[config.mk]
export PLATFORM = sky130hd
export DESIGN_NAME = decode_buffer
export DESIGN_NICKNAME = d
export VERILOG_FILES = /design/src/rtl/common_pkg.sv /design/src/rtl/pipes_pkg.sv /design/src/rtl/decode_buffer_fields.sv /design/src/rtl/decode_buffer.sv
export SDC_FILE = /design/constraint.sdc
export NUM_CORES = 1
export LEC_CHECK = 0
export CELL_PAD_IN_SITES_DETAIL_PLACEMENT = 1
export CELL_PAD_IN_SITES_GLOBAL_PLACEMENT = 1
export CORE_ASPECT_RATIO = 1.2
export CORE_UTILIZATION = 46
export DETAILED_ROUTE_END_ITERATION = 8
export GPL_TIMING_DRIVEN = 0
export PLACE_DENSITY_LB_ADDON = 0.1
export SKIP_CTS_REPAIR_TIMING = 1
export SLEW_MARGIN = 20
export SYNTH_ARGS = -nofsm -noshare
export SYNTH_HDL_FRONTEND = slang
export SYNTH_SLANG_ARGS = --single-unit
[constraint.sdc]
create_clock -name clk -period 4.32 [get_ports clk]
set_input_delay 0.864 -clock clk [delete_from_list [all_inputs] [get_ports clk]]
set_output_delay 0.864 -clock clk [all_outputs]
set_load 0.02 [all_outputs]
[src/rtl/common_pkg.sv]
// ============================================================================
// common : shared scalar word types
// Revision: 1.0
// ============================================================================
`default_nettype none

package common;
  typedef logic [31:0] word_t;
  typedef logic [5:0]  u6;
  typedef logic [15:0] u16;
  typedef logic [25:0] u26;
endpackage

`default_nettype wire

[src/rtl/pipes_pkg.sv]
// ============================================================================
// pipes : opcode constants, instruction classes and decoded-field struct
// Revision: 1.0
// ============================================================================
`default_nettype none

package pipes;
  import common::*;

  localparam u6 OP_SPECIAL = 6'h00;
  localparam u6 OP_REGIMM  = 6'h01;
  localparam u6 OP_J       = 6'h02;
  localparam u6 OP_JAL     = 6'h03;
  localparam u6 OP_BEQ     = 6'h04;
  localparam u6 OP_BGTZ    = 6'h07;
  localparam u6 OP_ADDI    = 6'h08;
  localparam u6 OP_LUI     = 6'h0F;
  localparam u6 OP_LB      = 6'h20;
  localparam u6 OP_LHU     = 6'h25;
  localparam u6 OP_SB      = 6'h28;
  localparam u6 OP_SW      = 6'h2B;

  typedef enum logic [2:0] {
    CLS_ALU_R  = 3'd0,
    CLS_ALU_I  = 3'd1,
    CLS_LOAD   = 3'd2,
    CLS_STORE  = 3'd3,
    CLS_BRANCH = 3'd4,
    CLS_JUMP   = 3'd5,
    CLS_OTHER  = 3'd6
  } decode_class_t;

  typedef struct packed {
    u6             op;
    logic [4:0]    rs;
    logic [4:0]    rt;
    logic [4:0]    rd;
    u6             func;
    word_t         jump_target;
    decode_class_t cls;
  } decoded_t;

  function automatic decode_class_t classify(input u6 op);
    decode_class_t c;
    c = CLS_OTHER;
    if (op == OP_SPECIAL)                        c = CLS_ALU_R;
    else if (op >= OP_ADDI && op <= OP_LUI)      c = CLS_ALU_I;
    else if (op >= OP_LB && op <= OP_LHU)        c = CLS_LOAD;
    else if (op >= OP_SB && op <= OP_SW)         c = CLS_STORE;
    else if (op == OP_REGIMM || (op >= OP_BEQ && op <= OP_BGTZ)) c = CLS_BRANCH;
    else if (op == OP_J || op == OP_JAL)         c = CLS_JUMP;
    return c;
  endfunction

  // Function codes with a defined meaning under the SPECIAL opcode.
  function automatic logic special_func_legal(input u6 func);
    logic ok;
    ok = 1'b0;
    case (func)
      6'h00, 6'h02, 6'h03, 6'h04, 6'h06, 6'h07, 6'h08, 6'h09,
      6'h10, 6'h11, 6'h12, 6'h13, 6'h18, 6'h19, 6'h1A, 6'h1B,
      6'h20, 6'h21, 6'h22, 6'h23, 6'h24, 6'h25, 6'h26, 6'h27,
      6'h2A, 6'h2B: ok = 1'b1;
      default:      ok = 1'b0;
    endcase
    return ok;
  endfunction
endpackage

`default_nettype wire

[src/rtl/decode_buffer_fields.sv]
// ============================================================================
// decode_fields : combinational field extraction and classification
// Revision: 1.0
// ============================================================================
`default_nettype none

module decode_fields
  import common::*;
  import pipes::*;
#(
  parameter int IMM_W = 32
) (
  input  word_t            instr,
  input  word_t            pc,
  output decoded_t         fields,
  output logic [IMM_W-1:0] imm_sext,
  output logic [IMM_W-1:0] imm_zext
);

  word_t pc_plus4;

  always_comb begin
    pc_plus4           = pc + 32'd4;
    fields.op          = instr[31:26];
    fields.rs          = instr[25:21];
    fields.rt          = instr[20:16];
    fields.rd          = instr[15:11];
    fields.func        = instr[5:0];
    // Only the region bits of pc+4 survive into the jump target.
    fields.jump_target = (pc_plus4 & 32'hF000_0000) | {4'h0, instr[25:0], 2'b00};
    fields.cls         = classify(instr[31:26]);
    imm_sext           = {{(IMM_W-16){instr[15]}}, instr[15:0]};
    imm_zext           = {{(IMM_W-16){1'b0}}, instr[15:0]};
  end

endmodule

`default_nettype wire

[src/rtl/decode_buffer.sv]
// ============================================================================
// decode_buffer : circular instruction FIFO presenting a decoded head entry
// Optional out_illegal port enabled by DECODE_BUFFER_ILLEGAL_EN.
// Revision: 1.0
// ============================================================================
`default_nettype none

module decode_buffer
  import common::*;
  import pipes::*;
#(
  parameter int DEPTH = 4,
  parameter int IMM_W = 32
) (
  input  logic                       clk,
  input  logic                       reset,
  input  logic                       flush,
  input  logic                       in_valid,
  output logic                       in_ready,
  input  logic [31:0]                in_instr,
  input  logic [31:0]                in_pc,
  output logic                       out_valid,
  input  logic                       out_ready,
  output logic [31:0]                out_pc,
  output logic [5:0]                 out_op,
  output logic [5:0]                 out_func,
  output logic [4:0]                 out_rs,
  output logic [4:0]                 out_rt,
  output logic [4:0]                 out_rd,
  output logic [IMM_W-1:0]           out_imm_sext,
  output logic [IMM_W-1:0]           out_imm_zext,
  output logic [31:0]                out_jump_target,
  output logic [2:0]                 out_class,
  output logic [$clog2(DEPTH+1)-1:0] count
`ifdef DECODE_BUFFER_ILLEGAL_EN
  ,
  output logic                       out_illegal
`endif
);

  localparam int PTR_W = $clog2(DEPTH);
  localparam int CNT_W = $clog2(DEPTH+1);
  localparam logic [CNT_W-1:0] FULL_COUNT = CNT_W'(DEPTH);

  word_t             instr_mem_q [DEPTH];
  word_t             instr_mem_d [DEPTH];
  word_t             pc_mem_q    [DEPTH];
  word_t             pc_mem_d    [DEPTH];
  logic [PTR_W-1:0]  wr_ptr_q, wr_ptr_d;
  logic [PTR_W-1:0]  rd_ptr_q, rd_ptr_d;
  logic [CNT_W-1:0]  count_q, count_d;
  logic              push, pop;
  decoded_t          head;

  assign in_ready  = (count_q != FULL_COUNT) && !flush;
  assign out_valid = (count_q != '0) && !flush;
  assign push      = in_valid && in_ready;
  assign pop       = out_valid && out_ready;
  assign count     = count_q;

  // Power-of-two depth lets the pointers wrap by plain overflow.
  always_comb begin
    instr_mem_d = instr_mem_q;
    pc_mem_d    = pc_mem_q;
    wr_ptr_d    = wr_ptr_q;
    rd_ptr_d    = rd_ptr_q;
    count_d     = count_q;
    if (flush) begin
      wr_ptr_d = '0;
      rd_ptr_d = '0;
      count_d  = '0;
    end else begin
      if (push) begin
        instr_mem_d[wr_ptr_q] = in_instr;
        pc_mem_d[wr_ptr_q]    = in_pc;
        wr_ptr_d              = wr_ptr_q + PTR_W'(1);
      end
      if (pop) begin
        rd_ptr_d = rd_ptr_q + PTR_W'(1);
      end
      case ({push, pop})
        2'b10:   count_d = count_q + CNT_W'(1);
        2'b01:   count_d = count_q - CNT_W'(1);
        default: count_d = count_q;
      endcase
    end
  end

  always_ff @(posedge clk) begin
    instr_mem_q <= instr_mem_d;
    pc_mem_q    <= pc_mem_d;
  end

  always_ff @(posedge clk) begin
    if (!reset) begin
      wr_ptr_q <= '0;
      rd_ptr_q <= '0;
      count_q  <= '0;
    end else begin
      wr_ptr_q <= wr_ptr_d;
      rd_ptr_q <= rd_ptr_d;
      count_q  <= count_d;
    end
  end

  decode_fields #(
    .IMM_W (IMM_W)
  ) u_fields (
    .instr    (instr_mem_q[rd_ptr_q]),
    .pc       (pc_mem_q[rd_ptr_q]),
    .fields   (head),
    .imm_sext (out_imm_sext),
    .imm_zext (out_imm_zext)
  );

  assign out_pc          = pc_mem_q[rd_ptr_q];
  assign out_op          = head.op;
  assign out_func        = head.func;
  assign out_rs          = head.rs;
  assign out_rt          = head.rt;
  assign out_rd          = head.rd;
  assign out_jump_target = head.jump_target;
  assign out_class       = head.cls;

`ifdef DECODE_BUFFER_ILLEGAL_EN
  assign out_illegal = (out_valid && head.cls == CLS_OTHER) ||
                       (head.op == OP_SPECIAL && !special_func_legal(head.func));
`endif

endmodule

`default_nettype wire

==> results <==
## per-layer routing
metal	share of wire, %	vias up	global-route usage (%)
li1	-	2422	-
met5	0	-	0
met3	4.3	25	2.77
met4	1.5	0	4.73
met2	54	178	36.4
met1	40	2784	22.7
## cells in the mapped netlist, types with 3 or more instances
cell type    n
a21oi_1      3
and3_1       4
buf_2        7
buf_4       91
dfxtp_1      7
edfxtp_1   256
ha_1         5
inv_1        7
mux4_2      62
nand2_1      3
nand3_1      3
nand4_1      6
nor2_1      11
o21ai_0      3
xnor2_1      6
xor2_1       3
## state kept, by name, indices dropped and copies added, names as in the netlist
name and cells:
instr_mem_q 128, wr_ptr_q 2, pc_mem_q 128, count 3, rd_ptr_q 2
## worst min path at each step
stage,end,slack [ps]
after detailed placement,wr_ptr_q[1],560
after global routing,wr_ptr_q[1],620
after CTS,wr_ptr_q[1],570
final,wr_ptr_q[1],560
after global placement,count[2],510
after floorplan,wr_ptr_q[1],510
## power breakdown
part | switching, W | leakage, nW | internal [W] | total (W)
registers | 0.00000966 | 2.38 | 0.00284 | 0.00285
logic | 0.000224 | 1.93 | 0.000243 | 0.000467
clock network | 0.000863 | 0.386 | 0.00123 | 0.00210
## kinds of logic after synthesis
group	after synthesis	share of synthesized area, %
flip-flops	263	74.7
buffers and inverters	108	7.28
multiplexers	65	13.9
AND/OR/NAND/NOR	38	2.09
XOR/XNOR	9	0.752
AO/OA/AOI/OAI	8	0.418
adder cells (fa/ha/maj)	6	0.788
other	1	0.0358
## worst max-delay path: cells and delay by family (launching register included)
| kind | cells | cell delay [ps] |
|---|---|---|
| buffers and inverters | 6 | 1910 |
| multiplexers | 1 | 480 |
| flip-flops | 1 | 360 |
## metrics by stage
stage	total power (W)	instance area [µm²]	setup WS [ps]	hold slack (ps)
2_1_floorplan	0.00313	10500	854	514
3_3_place_gp	0.00335	13000	-632	512
3_5_place_dp	0.00337	13200	305	555
4_1_cts	0.00548	13900	-239	566
5_1_grt	0.00558	14000	-3.59	617
6_report	0.00541	14000	191	562
## layout make-up
| class | instances | area [µm²] | area share [%] |
|---|---|---|---|
| repair buffers | 217 | 2240 | 16.1 |
| well taps | 279 | 349 | 2.50 |
| inverters | 7 | 26.3 | 0.188 |
| clock inverters | 15 | 141 | 1.01 |
| flip-flops and latches | 263 | 7830 | 56.0 |
| plain buffers | 101 | 741 | 5.30 |
| clock buffers | 29 | 641 | 4.59 |
| multi-input cells | 145 | 2000 | 14.3 |
==> results.toml <==
[setup_path]
worst_ep_arrival_time_ps = 3260
crit_top_cell = "buf_2"
start_kind = "register"
r2r_cells = 8
r2r_start = "count[2]"
regToRegSetupSlack_ps = 1700
critPathSlowestCell = "clkdlybuf4s50_1"
r2r-end = "count[2]"
worstPathRequired_ps = 3460
crit_end = "out_imm_sext[17]"
crit_type = "reg -> out"
crit_path_end_kind = "output port"
critical_path.cell_chain = "buf_4 > buf_2 > buf_2 > buf_2 > mux4_2 > buf_4 > clkdlybuf4s50_1"
slowest_delay_ps = 550
path_max_fanout = 11
crit_start = "rd_ptr_q[1]"

[die]
die-height_um = 167
core_area_um2 = 22400
die_area_um2 = 23400
rows = 60
io_pins = 232
start_util_pct = 46.8
dieWidth_um = 140

[grt]
grt_overflow = 0
grt_pass1_vias = 5977
grt_max_degree = 38
grt_usage_pct = 19.2
antenna_found_initial = 0
grt_pass1_wl_um = 33900

[detailed_routing]
post_drt_wl_per_cell_um = 21.0
num_vias = 5409
drt-total-wl_um = 22200
drcViolationCount = 0
drt_first_iter_violations = 320
dr.pass1.iters = 4
viasPerCell = 5.12
ant_nets = 0

[finish]
final_cell_mix = "256 x edfxtp_1, 213 x clkdlybuf4s50_1, 91 x buf_4"
utilization_pct = 62.4
final_common_cell = "edfxtp_1"
nNetsFinal = 835
drive_gt1_share_pct = 26.8
nFillCells = 1925
area_growth_pct = 33.3
n_antenna_cell = 0
stdcell_count = 1056

[min_path]
min_from = "wr_ptr_q[1]"
hold_class = "reg -> reg"
holdPathStages = 2

[synthesis]
ys_seq_elements = 263
synth_seq_area_share_pct = 74.7
synth_ff_type = "edfxtp_1"
synth_top_cell_by_area = "edfxtp_1"
ys_warn_count = 0
avgSynthCellArea_um2 = 21.0
synth_cells = 498
async_reset_ff_share_pct = 0
yosys-top-cells-area = "edfxtp_1 73%, mux4_2 13%, buf_4 6.5%"
synth_area_um2 = 10500
synth_top_area_share_pct = 73.4
synth-edff-count = 256
yosysUniqueCellTypes = 32

[clock_network]
h-tree-depth = 1
clock_path_buffers = 3
cts_tree = "built"
clk_pin_slew_ps = 60
numCtsBuffers = 25
clk_latency_ps = 510
clock-sinks = 263
root_buffer = "clkbuf_16"

[timing]
worstMarginPinSlew_ps = 681
fmax_mhz = 242
finalCriticalPeriod_ps = 4130
final.setup.tns_ps = 0
fin_crit_sh_pct = 95.6
final-hold-violation-count = 0
maxSlewViolCount = 0
relSlewSlack_pct = 54.6
setup_viol = 0
skew_ps = 11.7

[placement]
io_buffer_count = 213
hpwl_um = 14600
placed_cells = 1011
gp_congestion = 0.704

[power_and_ir_drop]
peakVddDrop_uv = 312
powerDensity_nw_per_um2 = 387
p_leak_nw = 4.70

[job]
maxCapViolations = 0

[status]
status = "completed"
(Power assumes the default switching activity.)
